**src/rtl/deinterleaver.sv**
```systemverilog
// Receive-side block deinterleaver. It writes each bit at its original position k(j) in one of
// two banks (ping-pong) and streams every complete block out in order k = 0..NCBPS-1.
module deinterleaver #(
    parameter int NCBPS = 192,
    parameter int NCPC  = 2,
    parameter int D     = 16
) (
    input  logic                     clk,
    input  logic                     resetN,
    input  logic                     valid_demod,
    input  logic                     data_in,
    input  logic                     ready_fec,
    output logic                     ready_deinterleaver,
    output logic                     valid_deinterleaver,
    output logic                     data_out,
    output logic [$clog2(NCBPS)-1:0] data_out_index
);
    localparam int S  = (NCPC / 2 > 1) ? NCPC / 2 : 1;
    localparam int W  = $clog2(NCBPS);
    // MW holds D*m for m up to NCBPS-1, so the mapping arithmetic never truncates.
    localparam int MW = $clog2(D * NCBPS);
    localparam logic [W-1:0] LAST = W'(NCBPS - 1);

    function automatic logic [MW-1:0] map_k(input logic [W-1:0] j);
        logic [MW-1:0] jw;
        logic [MW-1:0] m;
        logic [MW-1:0] dm;
        jw = MW'(j);
        m  = MW'(S) * (jw / MW'(S)) + ((jw + (MW'(D) * jw) / MW'(NCBPS)) % MW'(S));
        dm = MW'(D) * m;
        return dm - MW'(NCBPS - 1) * (dm / MW'(NCBPS));
    endfunction

    logic [1:0][NCBPS-1:0] bank_q;
    logic [1:0]            full_q, full_d;
    logic [W-1:0]          wr_cnt_q, wr_cnt_d;
    logic [W-1:0]          rd_cnt_q, rd_cnt_d;
    logic                  wr_bank_q, wr_bank_d;
    logic                  rd_bank_q, rd_bank_d;
    logic                  wr_fire, rd_fire;
    logic [MW-1:0]         wr_k;

    assign ready_deinterleaver = !full_q[wr_bank_q];
    assign valid_deinterleaver = full_q[rd_bank_q];
    assign data_out            = bank_q[rd_bank_q][rd_cnt_q];
    assign data_out_index      = rd_cnt_q;

    assign wr_fire = valid_demod && ready_deinterleaver;
    assign rd_fire = valid_deinterleaver && ready_fec;
    assign wr_k    = map_k(wr_cnt_q);

    // The write bank is never full and the read bank is always full when active,
    // so a completing write and a completing read always touch different flags.
    always_comb begin
        full_d    = full_q;
        wr_cnt_d  = wr_cnt_q;
        rd_cnt_d  = rd_cnt_q;
        wr_bank_d = wr_bank_q;
        rd_bank_d = rd_bank_q;
        if (wr_fire) begin
            if (wr_cnt_q == LAST) begin
                full_d[wr_bank_q] = 1'b1;
                wr_cnt_d          = '0;
                wr_bank_d         = !wr_bank_q;
            end else begin
                wr_cnt_d = wr_cnt_q + 1'b1;
            end
        end
        if (rd_fire) begin
            if (rd_cnt_q == LAST) begin
                full_d[rd_bank_q] = 1'b0;
                rd_cnt_d          = '0;
                rd_bank_d         = !rd_bank_q;
            end else begin
                rd_cnt_d = rd_cnt_q + 1'b1;
            end
        end
    end

    always_ff @(posedge clk) begin
        if (!resetN) begin
            full_q    <= '0;
            wr_cnt_q  <= '0;
            rd_cnt_q  <= '0;
            wr_bank_q <= 1'b0;
            rd_bank_q <= 1'b0;
        end else begin
            full_q    <= full_d;
            wr_cnt_q  <= wr_cnt_d;
            rd_cnt_q  <= rd_cnt_d;
            wr_bank_q <= wr_bank_d;
            rd_bank_q <= rd_bank_d;
        end
    end

    // Bank storage is deliberately not reset; a discarded partial block is simply overwritten.
    always_ff @(posedge clk) begin
        if (wr_fire) begin
            for (int i = 0; i < NCBPS; i++) begin
                if (wr_k == MW'(i)) begin
                    bank_q[wr_bank_q][i] <= data_in;
                end
            end
        end
    end
endmodule

```
**config.mk**
```make
export PLATFORM = sky130hd
export DESIGN_NAME = deinterleaver
export DESIGN_NICKNAME = d
export VERILOG_FILES = /design/src/rtl/deinterleaver.sv
export SDC_FILE = /design/constraint.sdc
export NUM_CORES = 1
export LEC_CHECK = 0
export CORE_UTILIZATION = 51
export DETAILED_ROUTE_END_ITERATION = 10
export MAX_ROUTING_LAYER = met4
export PLACE_DENSITY = 0.67
export SLEW_MARGIN = 20
export SYNTH_ARGS = -nofsm -noshare
export SYNTH_HDL_FRONTEND = slang
export SYNTH_SLANG_ARGS = --single-unit
export TNS_END_PERCENT = 50
```
**constraint.sdc**
```tcl
create_clock -name clk -period 10 [get_ports clk]
set_input_delay 3 -clock clk [delete_from_list [all_inputs] [get_ports clk]]
set_output_delay 3 -clock clk [all_outputs]
set_load 0.005 [all_outputs]
```
==> results of run 1 <==
[placed cells by master (no fill, tap or decap), types with 4 or more instances in the layout]
| master | instances |
|---|---|
| clkbuf_16 | 45 |
| xor2_1 | 8 |
| edfxtp_1 | 384 |
| clkinv_1 | 9 |
| xnor2_1 | 12 |
| nand2_1 | 62 |
| mux2_2 | 5 |
| mux4_2 | 87 |
| clkdlybuf4s50_1 | 14 |
| nand4_1 | 8 |
| nand3_1 | 85 |
| nand3_2 | 4 |
| buf_4 | 19 |
| nor2b_1 | 9 |
| a31oi_1 | 4 |
| and2_1 | 6 |
| dfxtp_1 | 17 |
| fa_1 | 20 |
| ha_1 | 40 |
| a221oi_1 | 7 |
| clkinv_2 | 6 |
| nand2b_1 | 6 |
| clkbuf_1 | 12 |
| inv_1 | 52 |
| a21o_1 | 6 |
| bufinv_16 | 4 |
| o21ai_0 | 14 |
| nor3_1 | 199 |
| a22oi_1 | 8 |
| mux2i_1 | 35 |
| o211ai_1 | 4 |
| nor2_1 | 242 |
| a21oi_1 | 18 |
[per-stage QoR]
stage | util, % | hold WS, ps | power, mW | setup slack (ps) | instances
floorplan | - | 458 | 1.99 | 4460 | 1535
global placement | 53.2 | 471 | 2.03 | 3200 | 1943
detailed placement | 53.2 | 491 | 2.04 | 2990 | 1944
CTS | 56.9 | 499 | 3.61 | 2650 | 2021
global route | 56.9 | 543 | 3.69 | 2430 | 2021
finish | 56.9 | 492 | 3.59 | 2670 | 2021
[power groups by stage]
stage / Combinational [mW] / Clock (mW) / Sequential, mW
final: 0.149 / 1.59 / 1.85
after global routing: 0.161 / 1.67 / 1.85
after CTS: 0.149 / 1.61 / 1.85
after detailed placement: 0.149 / 0 / 1.89
after global placement: 0.145 / 0 / 1.89
after floorplan: 0.0983 / 0 / 1.89
[final cells by class]
cell class | count | area [um^2] | share of cell area (%)
clock buffer | 60 | 1210 | 5.62
clock inverter | 17 | 185 | 0.858
inverter | 56 | 210 | 0.974
multi-input combinational | 936 | 7060 | 32.7
sequential | 404 | 11900 | 55.3
tap | 511 | 639 | 2.96
timing repair buffer | 37 | 340 | 1.58
[worst reg2reg max path, stage by stage, from the launching register on]
cell and delay [ps]:
dfxtp_1 520, nor2b_1 540, a21oi_1 180, o31ai_1 100
a21o_1 280, inv_1 200, fa_1 560, inv_1 60
ha_1 270, ha_1 310, fa_1 550, a21oi_1 80
fa_1 440, a21o_1 200, a21oi_1 220, o21bai_1 90
a21oi_1 160, mux2_2 400, nand4b_1 610, buf_4 750
nor3_1 240
[worst min-delay path by stage]
stage,slack [ps],cells after the start,endpoint,start
4_1_cts,500,2,wr_cnt_q[1],wr_cnt_q[1]
3_5_place_dp,490,2,wr_cnt_q[1],wr_cnt_q[1]
5_1_grt,540,2,wr_cnt_q[1],wr_cnt_q[1]
2_1_floorplan,460,2,wr_cnt_q[1],wr_cnt_q[1]
6_report,490,2,wr_cnt_q[1],wr_cnt_q[1]
3_3_place_gp,470,2,wr_cnt_q[1],wr_cnt_q[1]
[registers in the layout (all words and copies together) (netlist names)]
| signal | flops |
|---|---|
| wr_bank_q | 1 |
| rd_bank_q | 1 |
| wr_cnt_q | 8 |
| bank_q | 384 |
| data_out_index | 8 |
| full_q | 2 |
[per-layer routing]
metal	GRT usage, %	vias to the layer above
li1	-	5591
met5	-	-
met2	37.4	453
met1	33.9	6309
met4	5.78	0
met3	3.37	59
[logic make-up after synthesis]
kind of cell | synth area share, %
and+or+nand+nor | 14.7
DFF | 60.3
xor gates and xnor gates | 0.999
adders and majority gates | 4.62
buffers and inverters | 4.22
muxes | 12.0
AOI/OAI and AO/OA | 3.24
==> flow_summary.html, run 1 <==
<table>
<tr><th>Metric</th><th>Value</th></tr>
<tr><th colspan="2">STA</th></tr>
<tr><td>Unrepaired setup endpoints after global routing</td><td>false</td></tr>
<tr><td>Normalized max-slew margin</td><td>27.0%</td></tr>
<tr><td>Final critical-path required period</td><td>7330 ps</td></tr>
<tr><td>Clock skew</td><td>18.9 ps</td></tr>
<tr><td>Post-route fraction of the period consumed by the critical path</td><td>73.3%</td></tr>
<tr><td># setup viols final</td><td>0</td></tr>
<tr><td>Total Neg Setup Slack</td><td>0 ps</td></tr>
<tr><td>Max Slew Vio Count</td><td>0</td></tr>
<tr><td>Slew at the pin closest to its max-slew limit</td><td>1100 ps</td></tr>
<tr><td>Final hold violations</td><td>0</td></tr>
<tr><td>Max frequency</td><td>0.136 GHz</td></tr>
<tr><th colspan="2">Detailed routing</th></tr>
<tr><td>DRC violation total after the first TritonRoute iteration</td><td>1,288</td></tr>
<tr><td>Detailed-route wire length per cell</td><td>22.2 um</td></tr>
<tr><td>Routed length on met2</td><td>21,800 um</td></tr>
<tr><td>Routed WL</td><td>44,900 um</td></tr>
<tr><td>Number of detailed-routing iterations run before antenna repair</td><td>7</td></tr>
<tr><td>Residual DRC</td><td>0</td></tr>
<tr><td>Via density per instance</td><td>6.14</td></tr>
<tr><td>DR WL met3</td><td>2840 um</td></tr>
<tr><td>Routed met1 length</td><td>19,400 um</td></tr>
<tr><td>Highest signal layer in the routed design</td><td>met4</td></tr>
<tr><td>Vias</td><td>12.4k</td></tr>
<tr><td>Antenna-violating nets left</td><td>0</td></tr>
<tr><th colspan="2">Global route</th></tr>
<tr><td>Vias in the first global route</td><td>12.1k</td></tr>
<tr><td>Largest net degree at the start of global routing</td><td>140</td></tr>
<tr><td>Final global-route overflow total</td><td>0</td></tr>
<tr><td>Total GRT Usage</td><td>24.1%</td></tr>
<tr><td>Global-route wire length before repair</td><td>70,500 um</td></tr>
<tr><td>Number of antenna violations at the first check in global routing</td><td>0</td></tr>
<tr><th colspan="2">Worst setup path</th></tr>
<tr><td>Worst flop-to-flop path endpoint</td><td>bank_q[42]</td></tr>
<tr><td>Cell family with the largest share of critical-path delay</td><td>compound AO/OA/AOI/OAI gates</td></tr>
<tr><td>Origin of the worst setup path</td><td>data_out_index[0]</td></tr>
<tr><td>Crit path DAT</td><td>4330 ps</td></tr>
<tr><td>Crit-path max FO</td><td>44</td></tr>
<tr><td>Delay of the slowest cell on the worst path</td><td>790 ps</td></tr>
<tr><td>Critical path launch point type</td><td>register</td></tr>
<tr><td>Setup CP Type</td><td>reg -&gt; out</td></tr>
<tr><td>Cell type of the slowest stage on the worst timing path</td><td>dfxtp_4</td></tr>
<tr><td>Most common cell on crit path</td><td>o211ai_1</td></tr>
<tr><td>CP endpoint kind</td><td>output port</td></tr>
<tr><td>Data required, critical path</td><td>7000 ps</td></tr>
<tr><td>End point of the critical path</td><td>data_out</td></tr>
<tr><td>Startpoint of the most critical register-to-register path</td><td>wr_cnt_q[7]</td></tr>
<tr><td>Worst reg2reg setup slack</td><td>2980 ps</td></tr>
<tr><td>Buffers &amp; Inverters on Critical Path</td><td>2</td></tr>
<tr><td>List of cells traversed by the critical path</td><td>buf_4 -&gt; and2_1 -&gt; a211oi_1 -&gt; a22oi_1 -&gt; o211ai_1 -&gt; a221o_1 -&gt; a21oi_1 -&gt; o211ai_1 -&gt; clkdlybuf4s50_1</td></tr>
<tr><td>CP Depth</td><td>9</td></tr>
<tr><td>R2R cell count</td><td>20</td></tr>
<tr><th colspan="2">Pwr</th></tr>
<tr><td>Switching portion of total power</td><td>21.4%</td></tr>
<tr><td>Worst voltage drop across the vdd grid</td><td>0.111 mV</td></tr>
<tr><td>Fraction of power consumed by sequential logic</td><td>51.6%</td></tr>
<tr><td>Clk network pwr share</td><td>44.2%</td></tr>
<tr><td>Total power density per cell area</td><td>166 nW/um^2</td></tr>
<tr><td>Part of the total power dissipated in combinational logic</td><td>4.2%</td></tr>
<tr><td>Leakage Power</td><td>6.55 nW</td></tr>
<tr><td>Net switching component of the power</td><td>0.770 mW</td></tr>
<tr><td>Cell internal pwr</td><td>2.82 mW</td></tr>
<tr><th colspan="2">Synthesis</th></tr>
<tr><td>Most instantiated cells after synthesis</td><td>384 x edfxtp_1, 242 x nor2_1, 199 x nor3_1</td></tr>
<tr><td>Post-Syn Area</td><td>19,800 um^2</td></tr>
<tr><td>Count of yosys warnings during synthesis</td><td>0</td></tr>
<tr><td>Number of flops mapped to enable cells by yosys</td><td>384</td></tr>
<tr><td>Area share of the leading cell type in the synthesized netlist</td><td>58.3%</td></tr>
<tr><td>Number of distinct library cells after synthesis</td><td>57</td></tr>
<tr><td>Most frequent cell after synthesis</td><td>edfxtp_1</td></tr>
<tr><td>Sequential fraction of the synthesis area</td><td>60.3%</td></tr>
<tr><td>Flop and latch count out of synthesis</td><td>404</td></tr>
<tr><td>Leading post-synthesis cells by cell area</td><td>edfxtp_1 58%, mux4_2 9.9%, nor3_1 5.0%, nor2_1 4.6%, ha_1 2.6%</td></tr>
<tr><td>Async set-or-reset flop fraction in the synthesized netlist</td><td>0%</td></tr>
<tr><td>Synth Area per Inst</td><td>12.9 um^2</td></tr>
<tr><td>Top FF cell, synth</td><td>edfxtp_1</td></tr>
<tr><td>Post-synth net total</td><td>1,601</td></tr>
<tr><td>Post-synthesis cell type with the largest combined area</td><td>edfxtp_1</td></tr>
<tr><td>Synthesized instance count</td><td>1,535</td></tr>
<tr><th colspan="2">Clock tree</th></tr>
<tr><td>Clock-pin slew on the worst setup and hold paths</td><td>60 ps</td></tr>
<tr><td>Max Buffers Root-to-Sink</td><td>3</td></tr>
<tr><td>TritonCTS clock tree</td><td>yes</td></tr>
<tr><td>Number of gates resized after cts</td><td>0</td></tr>
<tr><td>Clock insertion delay at the later pin of the skew report</td><td>550 ps</td></tr>
<tr><td>Number of buffers inserted by hold repair at cts</td><td>0</td></tr>
<tr><td>CTS Buf Count</td><td>43</td></tr>
<tr><td>Maximum level of the CTS H-tree</td><td>2</td></tr>
<tr><td># clock sinks</td><td>404</td></tr>
<tr><td>Cell chosen for the clock root</td><td>clkbuf_16</td></tr>
<tr><td>Post-CTS Setup Repair Bufs</td><td>0</td></tr>
<tr><th colspan="2">Place</th></tr>
<tr><td>Final weighted congestion in routability-driven placement</td><td>0.850</td></tr>
<tr><td>Area of placed instances</td><td>20,200 um^2</td></tr>
<tr><td>Dpl hpwl</td><td>26,100 um</td></tr>
<tr><td>IO Port Bufs</td><td>15</td></tr>
<tr><th colspan="2">Die</th></tr>
<tr><td>Area of the core</td><td>37,900 um^2</td></tr>
<tr><td>Area enclosed by the die boundary</td><td>39,600 um^2</td></tr>
<tr><td>Die X</td><td>199 um</td></tr>
<tr><td>Standard-cell rows</td><td>71</td></tr>
<tr><td>Die height</td><td>199 um</td></tr>
<tr><td>Effective utilization at floorplan</td><td>52.2%</td></tr>
<tr><td>Top-level port count</td><td>16</td></tr>
<tr><th colspan="2">Final layout</th></tr>
<tr><td>Signed area change from the synthesized netlist to the final layout</td><td>9.07%</td></tr>
<tr><td># nets final</td><td>1,544</td></tr>
<tr><td>Layout cell share with drive strength beyond 1</td><td>12.6%</td></tr>
<tr><td>Count of antenna diodes in the layout</td><td>0</td></tr>
<tr><td>Count of fill cells added during filler insertion</td><td>3,072</td></tr>
<tr><td>Final std cell area, no fill</td><td>21,600 um^2</td></tr>
<tr><th colspan="2">Hold path</th></tr>
<tr><td>Worst hold path type</td><td>reg -&gt; reg</td></tr>
<tr><th colspan="2">Run</th></tr>
<tr><td>Max capacitance violation total</td><td>0</td></tr>
<tr><th colspan="2">Outcome</th></tr>
<tr><td>Run status</td><td>finished clean</td></tr>
</table>
Note: power is estimated with default switching activity, not from simulation.
==> inputs of run 2 (changes only) <==
Settings changed: PLACE_DENSITY 0.67 to 0.69.
Clock period 10 ns to 5.95 ns, I/O delays scaled along.
==> run 2 against run 1 <==
Compared with the run above: via count grew 1.4%; routed wire length grew 1.5%; non-clock buffer count grew 33.
==> flow_summary.html, run 2 (same netlist as run 1, synthesis figures left out) <==
<table>
<tr><th>Metric</th><th>Value</th></tr>
<tr><th colspan="2">STA</th></tr>
<tr><td>Max frequency</td><td>0.175 GHz</td></tr>
<tr><td>Clock skew</td><td>15.9 ps (-3.05 ps)</td></tr>
<tr><td>Max Slew Vio Count</td><td>0 (unchanged)</td></tr>
<tr><td>Slew at the pin closest to its max-slew limit</td><td>1140 ps (+49.2 ps)</td></tr>
<tr><td>Normalized max-slew margin</td><td>23.7% (-3.3 points)</td></tr>
<tr><td>Unrepaired setup endpoints after global routing</td><td>true</td></tr>
<tr><td># setup viols final</td><td>0 (unchanged)</td></tr>
<tr><td>Final critical-path required period</td><td>5700 ps</td></tr>
<tr><td>Post-route fraction of the period consumed by the critical path</td><td>95.8%</td></tr>
<tr><td>Final hold violations</td><td>0 (unchanged)</td></tr>
<tr><td>Min setup slack post-route</td><td>250 ps (-2420 ps)</td></tr>
<tr><th colspan="2">Place</th></tr>
<tr><td>Dpl hpwl</td><td>27,500 um (+5.1%)</td></tr>
<tr><td>Final weighted congestion in routability-driven placement</td><td>0.883 (+3.9%)</td></tr>
<tr><td>Area of placed instances</td><td>20,600 um^2 (+2.0%)</td></tr>
<tr><td>Worst slack at placement</td><td>32.2 ps (-2950 ps)</td></tr>
<tr><td>IO Port Bufs</td><td>15 (unchanged)</td></tr>
<tr><th colspan="2">Pwr</th></tr>
<tr><td>Worst voltage drop across the vdd grid</td><td>0.178 mV (+60%)</td></tr>
<tr><td>Leakage Power</td><td>6.80 nW (+3.8%)</td></tr>
<tr><td>Total power density per cell area</td><td>273 nW/um^2 (+64%)</td></tr>
<tr><th colspan="2">Worst setup path</th></tr>
<tr><td>Cell family with the largest share of critical-path delay</td><td>adder cells</td></tr>
<tr><td>Critical path launch point type</td><td>register</td></tr>
<tr><td>CP endpoint kind</td><td>register</td></tr>
<tr><td>Worst reg2reg setup slack</td><td>250 ps (-2730 ps)</td></tr>
<tr><td>Worst flop-to-flop path endpoint</td><td>bank_q[100]</td></tr>
<tr><td>Most common cell on crit path</td><td>fa_1</td></tr>
<tr><td>Data required, critical path</td><td>6230 ps (-770 ps)</td></tr>
<tr><td>Buffers &amp; Inverters on Critical Path</td><td>5 (+3)</td></tr>
<tr><td>Delay of the slowest cell on the worst path</td><td>540 ps (-250 ps)</td></tr>
<tr><td>Origin of the worst setup path</td><td>wr_cnt_q[5]</td></tr>
<tr><td>R2R cell count</td><td>22 (+10%)</td></tr>
<tr><td>Cell type of the slowest stage on the worst timing path</td><td>fa_1</td></tr>
<tr><td>Crit path DAT</td><td>5980 ps (+1650 ps)</td></tr>
<tr><td>Setup CP Type</td><td>reg -&gt; reg</td></tr>
<tr><td>Crit-path max FO</td><td>39 (-11%)</td></tr>
<tr><td>List of cells traversed by the critical path</td><td>clkinvlp_4 -&gt; nor2_1 -&gt; o2bb2ai_1 -&gt; a221oi_1 -&gt; a21oi_1 -&gt; o2111a_1 -&gt; fa_1 -&gt; fa_1 -&gt; inv_1 -&gt; ha_1 -&gt; fa_1 -&gt; inv_1 -&gt; ha_1 -&gt; a21o_1 -&gt; a21oi_2 -&gt; o21bai_1 -&gt; a21oi_1 -&gt; mux2_2 -&gt; nand4_1 -&gt; buf_12 -&gt; buf_12 -&gt; nor3_1</td></tr>
<tr><td>Startpoint of the most critical register-to-register path</td><td>wr_cnt_q[5]</td></tr>
<tr><th colspan="2">Final layout</th></tr>
<tr><td>Commonest non-fill, non-tap cell in the layout</td><td>edfxtp_1</td></tr>
<tr><td>Layout cell share with drive strength beyond 1</td><td>16.9% (+4.3 points)</td></tr>
<tr><td>Count of fill cells added during filler insertion</td><td>2,990 (-2.7%)</td></tr>
<tr><td>Flip-flop count of the largest register, all copies and words added</td><td>384 (unchanged)</td></tr>
<tr><td>Flip-flop and latch area</td><td>11,900 um^2 (about the same)</td></tr>
<tr><td>Final std cell area, no fill</td><td>22,200 um^2 (+2.7%)</td></tr>
<tr><td># nets final</td><td>1,578 (+2.2%)</td></tr>
<tr><td>Count of antenna diodes in the layout</td><td>0 (unchanged)</td></tr>
<tr><td>Leading cell types in the layout, fill and taps excluded</td><td>384 x edfxtp_1, 241 x nor2_1, 172 x nor3_1</td></tr>
<tr><td>Multi-input gate area in the final layout</td><td>7220 um^2 (+2.3%)</td></tr>
<tr><td>Signed area change from the synthesized netlist to the final layout</td><td>12.0%</td></tr>
<tr><td>Largest register by flop count</td><td>bank_q</td></tr>
<tr><th colspan="2">Die</th></tr>
<tr><td>Area enclosed by the die boundary</td><td>39,600 um^2 (unchanged)</td></tr>
<tr><td>Top-level port count</td><td>16 (unchanged)</td></tr>
<tr><td>Area of the core</td><td>37,900 um^2 (unchanged)</td></tr>
<tr><td>Die height</td><td>199 um (unchanged)</td></tr>
<tr><td>Standard-cell rows</td><td>71 (unchanged)</td></tr>
<tr><td>Die X</td><td>199 um (unchanged)</td></tr>
<tr><td>Effective utilization at floorplan</td><td>52.2% (unchanged)</td></tr>
<tr><th colspan="2">Clock tree</th></tr>
<tr><td># clock sinks</td><td>404 (unchanged)</td></tr>
<tr><td>Clock-pin slew on the worst setup and hold paths</td><td>60 ps (about the same)</td></tr>
<tr><td>Cell chosen for the clock root</td><td>clkbuf_16</td></tr>
<tr><td>Number of buffers inserted by hold repair at cts</td><td>0 (unchanged)</td></tr>
<tr><td>Maximum level of the CTS H-tree</td><td>2 (unchanged)</td></tr>
<tr><td>Clock insertion delay at the later pin of the skew report</td><td>540 ps (about the same)</td></tr>
<tr><td>TritonCTS clock tree</td><td>yes</td></tr>
<tr><td>Max Buffers Root-to-Sink</td><td>3 (unchanged)</td></tr>
<tr><td>CTS Buf Count</td><td>44 (+2.3%)</td></tr>
<tr><th colspan="2">Outcome</th></tr>
<tr><td>Run status</td><td>finished clean</td></tr>
<tr><th colspan="2">Detailed routing</th></tr>
<tr><td>Detailed-route wire length per cell</td><td>22.2 um (-0.11%)</td></tr>
<tr><td>Via density per instance</td><td>6.13 (-0.26%)</td></tr>
<tr><td>DRC violation total after the first TritonRoute iteration</td><td>1,407 (+9.2%)</td></tr>
<tr><td>Residual DRC</td><td>0 (unchanged)</td></tr>
<tr><td>Antenna-violating nets left</td><td>0 (unchanged)</td></tr>
<tr><td>Vias</td><td>12.6k (+1.4%)</td></tr>
<tr><td>Routed WL</td><td>45,600 um (+1.5%)</td></tr>
<tr><td>Number of detailed-routing iterations run before antenna repair</td><td>5 (-2)</td></tr>
<tr><th colspan="2">Global route</th></tr>
<tr><td>Vias in the first global route</td><td>12.5k (+3.4%)</td></tr>
<tr><td>Largest net degree at the start of global routing</td><td>200 (+43%)</td></tr>
<tr><td>Total GRT Usage</td><td>24.2% (+0.13 points)</td></tr>
<tr><td>Global-route wire length before repair</td><td>70,900 um (+0.64%)</td></tr>
<tr><td>Final global-route overflow total</td><td>0 (unchanged)</td></tr>
<tr><td>Number of antenna violations at the first check in global routing</td><td>0 (unchanged)</td></tr>
<tr><th colspan="2">Hold path</th></tr>
<tr><td>Worst hold stages</td><td>2 (unchanged)</td></tr>
<tr><td>Hold path start</td><td>wr_cnt_q[1]</td></tr>
<tr><td>Hold Path End</td><td>wr_cnt_q[1]</td></tr>
<tr><td>Worst hold path type</td><td>reg -&gt; reg</td></tr>
<tr><th colspan="2">Run</th></tr>
<tr><td>Max capacitance violation total</td><td>0 (unchanged)</td></tr>
</table>
-- run 2: worst reg2reg max path: stages (launching register included) --
cell and delay, ps:
dfxtp_2 400, clkinvlp_4 170, nor2_1 200, o2bb2ai_1 100, a221oi_1 240, a21oi_1 110, o2111a_1 210, fa_1 460
fa_1 540, inv_1 40, ha_1 300, fa_1 540, inv_1 40, ha_1 350, a21o_1 190, a21oi_2 170
o21bai_1 80, a21oi_1 150, mux2_2 400, nand4_1 150, buf_12 220, buf_12 270, nor3_1 120
-- run 2: cell type report --
type	instances	area share, %
Clock inverter	21	0.830
Multi-Input combinational cell	936	32.6
Timing Repair Buffer	70	3.61
Inverter	56	0.965
Tap cell	511	2.88
Sequential cell	404	53.9
Clock buffer	56	5.27
-- run 2: how the worst max path moves through the flow --
stage | end | slack [ps] | depth (start not counted)
floorplan | bank_q[159] | 410 | 22
global placement | bank_q[282] | 130 | 21
detailed placement | bank_q[92] | 30 | 23
CTS | bank_q[92] | 8 | 23
global route | bank_q[4] | -40 | 23
finish | bank_q[100] | 250 | 22
-- run 2: metal layers --
| layer | track usage, % | part of all wire (%) |
|---|---|---|
| met5 | - | 0 |
| met2 | 38.3 | 49 |
| met3 | 3.42 | 6.9 |
| met4 | 6.72 | 1.9 |
| met1 | 33.0 | 43 |
-- run 2: what timing repair did --
action | 4_1_cts | 5_1_grt
resized for setup | 0 | 39
endpoints found under the setup margin | 0 | 384
setup buffers | 0 | 3
-- run 2: power breakdown --
part / switching (mW) / total (mW) / internal [mW]
Combinational: 0.239 / 0.324 / 0.0845
Sequential: 0.00179 / 3.11 / 3.11
Clock: 1.10 / 2.61 / 1.52
-- run 2: through the flow --
step | hold slack (ps) | utilization (%) | setup TNS [ps] | power, mW | instances
finish | 496 | 58.4 | 0 | 6.05 | 2054
global route | 513 | 58.4 | -246 | 6.21 | 2054
CTS | 496 | 57.8 | 0 | 6.06 | 2050
detailed placement | 493 | 54.3 | 0 | 3.47 | 1973
global placement | 470 | 54.3 | 0 | 3.47 | 1973
floorplan | 458 | - | 0 | 3.34 | 1535
==> RTL change, RTL diff (config.mk and constraints of run 2) <==
Change the parameter `D` from 16 to 32.
--- a/src/rtl/deinterleaver.sv
+++ b/src/rtl/deinterleaver.sv
@@ -5,3 +5,3 @@
     parameter int NCPC  = 2,
-    parameter int D     = 16
+    parameter int D     = 32
 ) (
Function: not settled (the Yosys comparison gave no result); the edit may change what the design does.
==> RTL change against run 2 <==
  * The run now ends with negative setup slack left
  * Area after synthesis is 16% higher
  * Sequential cell count unchanged
  * Non-clock buffer count rose by 196
  * Design area increased by 36%
  * Wire length rose by 41%
  * Worst setup slack worse by 1300 ps
  * Critical endpoint is now bank_q[369]
  * Highest routed layer unchanged
Power is not compared: it rests on default switching activity, and its combinational part moved more than twofold at a synthesized area within 25%.
==> RTL change: results <==
export IMPL_p_sw_uw=2452
export IMPL_clockRootBuffer="clkbuf_16"
export IMPL_synth_fp_nets=1696
export IMPL_totalWireLength_mm=64.18
export IMPL_hold_path_class="register to register"
export IMPL_grt_max_degree=166
export IMPL_arrival_ps=7300
export IMPL_dr_pass1_iters=5
export IMPL_fill_cells=2869
export IMPL_reg2reg_from="wr_cnt_q[1]"
export IMPL_leakage_uw=0.008827
export IMPL_synth_seq_area_share_pct=52.05
export IMPL_insertion_delay_ps=580
export IMPL_violations="negative setup slack"
export IMPL_grt_pass1_vias=15770
export IMPL_tns_ps=-374470
export IMPL_hp_start="full_q[1]"
export IMPL_yosysWarningCount=0
export IMPL_placed_area_um2=25320
export IMPL_largest_register="bank_q"
export IMPL_worst_pin_slew_ps=1087
export IMPL_skew_ps=7.542
export IMPL_synth_top_cells_by_count="edfxtp_1 (384), nor4_2 (291), nor4_1 (98), clkbuf_1 (93), mux4_2 (81)"
export IMPL_grtUsageTotal_pct=27.59
export IMPL_place_congestion=0.8575
export IMPL_setup_violations=386
export IMPL_path_clk_slew_ps=60
export IMPL_nets=1815
export IMPL_first_iter_violations=1362
export IMPL_cp_max_fo=30
export IMPL_avgSynthCellArea_um2=14.15
export IMPL_vias=15700
export IMPL_dp_hpwl_mm=34.82
export IMPL_grt_pass1_wl_mm=94.65
export IMPL_port_buffers=15
export IMPL_antenna_cells=0
export IMPL_vias_per_cell=6.650
export IMPL_status="finished, violations left"
export IMPL_yosys_cell_types_count=72
export IMPL_dp_cells=2225
export IMPL_synth_area_leaders="edfxtp_1 (50%), nor4_2 (16%), mux4_2 (8.0%), nor4_1 (2.7%), ha_1 (2.5%)"
export IMPL_startpoint_type="register"
export IMPL_synth_async_reset_ratio_pct=0
export IMPL_fin_ws_ps=-1091
export IMPL_drive_gt1_share_pct=47.77
export IMPL_vdd_drop_max_mv=0.2093
==> RTL change: final cells by class <==
cell class	count	area share, %
well taps	592	2.463
multi-input cells	963	40.66
clock inverters	16	0.5951
inverters	60	0.7574
repair buffers	266	11.76
flip-flops and latches	404	39.72
clock buffers	60	4.036
==> RTL change: repair_timing <==
action | in CTS | in global routing
setup buffers | 17 | 7
gates resized for setup | 190 | 133
endpoints found under the setup margin | 386 | 386
pin swaps | 55 | 30
gates cloned | 21 | 16
==> RTL change: cells by family (layout without fill, tap and decap cells) <==
family | count (synthesis) | after routing | synth area share (%)
AO/OA/AOI/OAI | 145 | 147 | 4.481
XOR/XNOR | 21 | 21 | 0.8352
adder cells (fa/ha/maj) | 71 | 71 | 4.694
buffers and inverters | 255 | 402 | 5.202
flip-flops | 404 | 404 | 52.05
multiplexers | 117 | 117 | 9.536
AND/OR/NAND/NOR | 607 | 607 | 23.20
==> RTL change: critical path, cell delays in order, from the launching register on <==
cell and delay, ps:
dfxtp_2 330, inv_2 60, ha_4 160, or4b_4 510
buf_8 170, a31oi_4 180, and2_4 190, a21boi_2 60
or2_1 220, o311a_1 380, and2_4 190, o21a_4 210
fa_2 360, inv_2 90, fa_1 410, fa_2 430
fa_1 560, inv_2 50, ha_4 260, a21oi_4 180
o21bai_1 100, a21oi_2 200, o21ai_2 90, xor2_2 190
a211o_4 360, buf_12 190, buf_16 210, nor4_2 320
==> RTL change: path summary, 6_finish.rpt <==
check,end,slack (ps),cells past startpoint
worst min-delay path,full_q[1],610,2
worst max-delay path,bank_q[369],-1090,27
worst max register to register,bank_q[369],-1090,27
worst min register to register,full_q[1],610,2
==> RTL change: layer usage <==
layer,wire [um],global-route usage (%),vias to the layer above,part of all wire [%]
li1,-,-,6793,-
met1,25740,36.13,8150,40
met2,31890,44.38,624,50
met3,4705,4.193,133,7.3
met4,1841,8.465,0,2.9
met5,0,-,-,0
==> RTL change: metrics by stage <==
step,hold slack [ps],utilization (%)
floorplan,477.3,-
global placement,580.5,57.13
detailed placement,599.5,57.13
CTS,610.1,64.54
global route,638.4,67.85
finish,610.2,67.85
==> RTL change: power groups by stage <==
stage,clock (uW),sequential [uW],combinational (uW)
6_report,2710,3110,2160
3_5_place_dp,0,3170,1160
3_3_place_gp,0,3170,1150
4_1_cts,2730,3110,1760
2_1_floorplan,0,3170,882
5_1_grt,2840,3110,2220
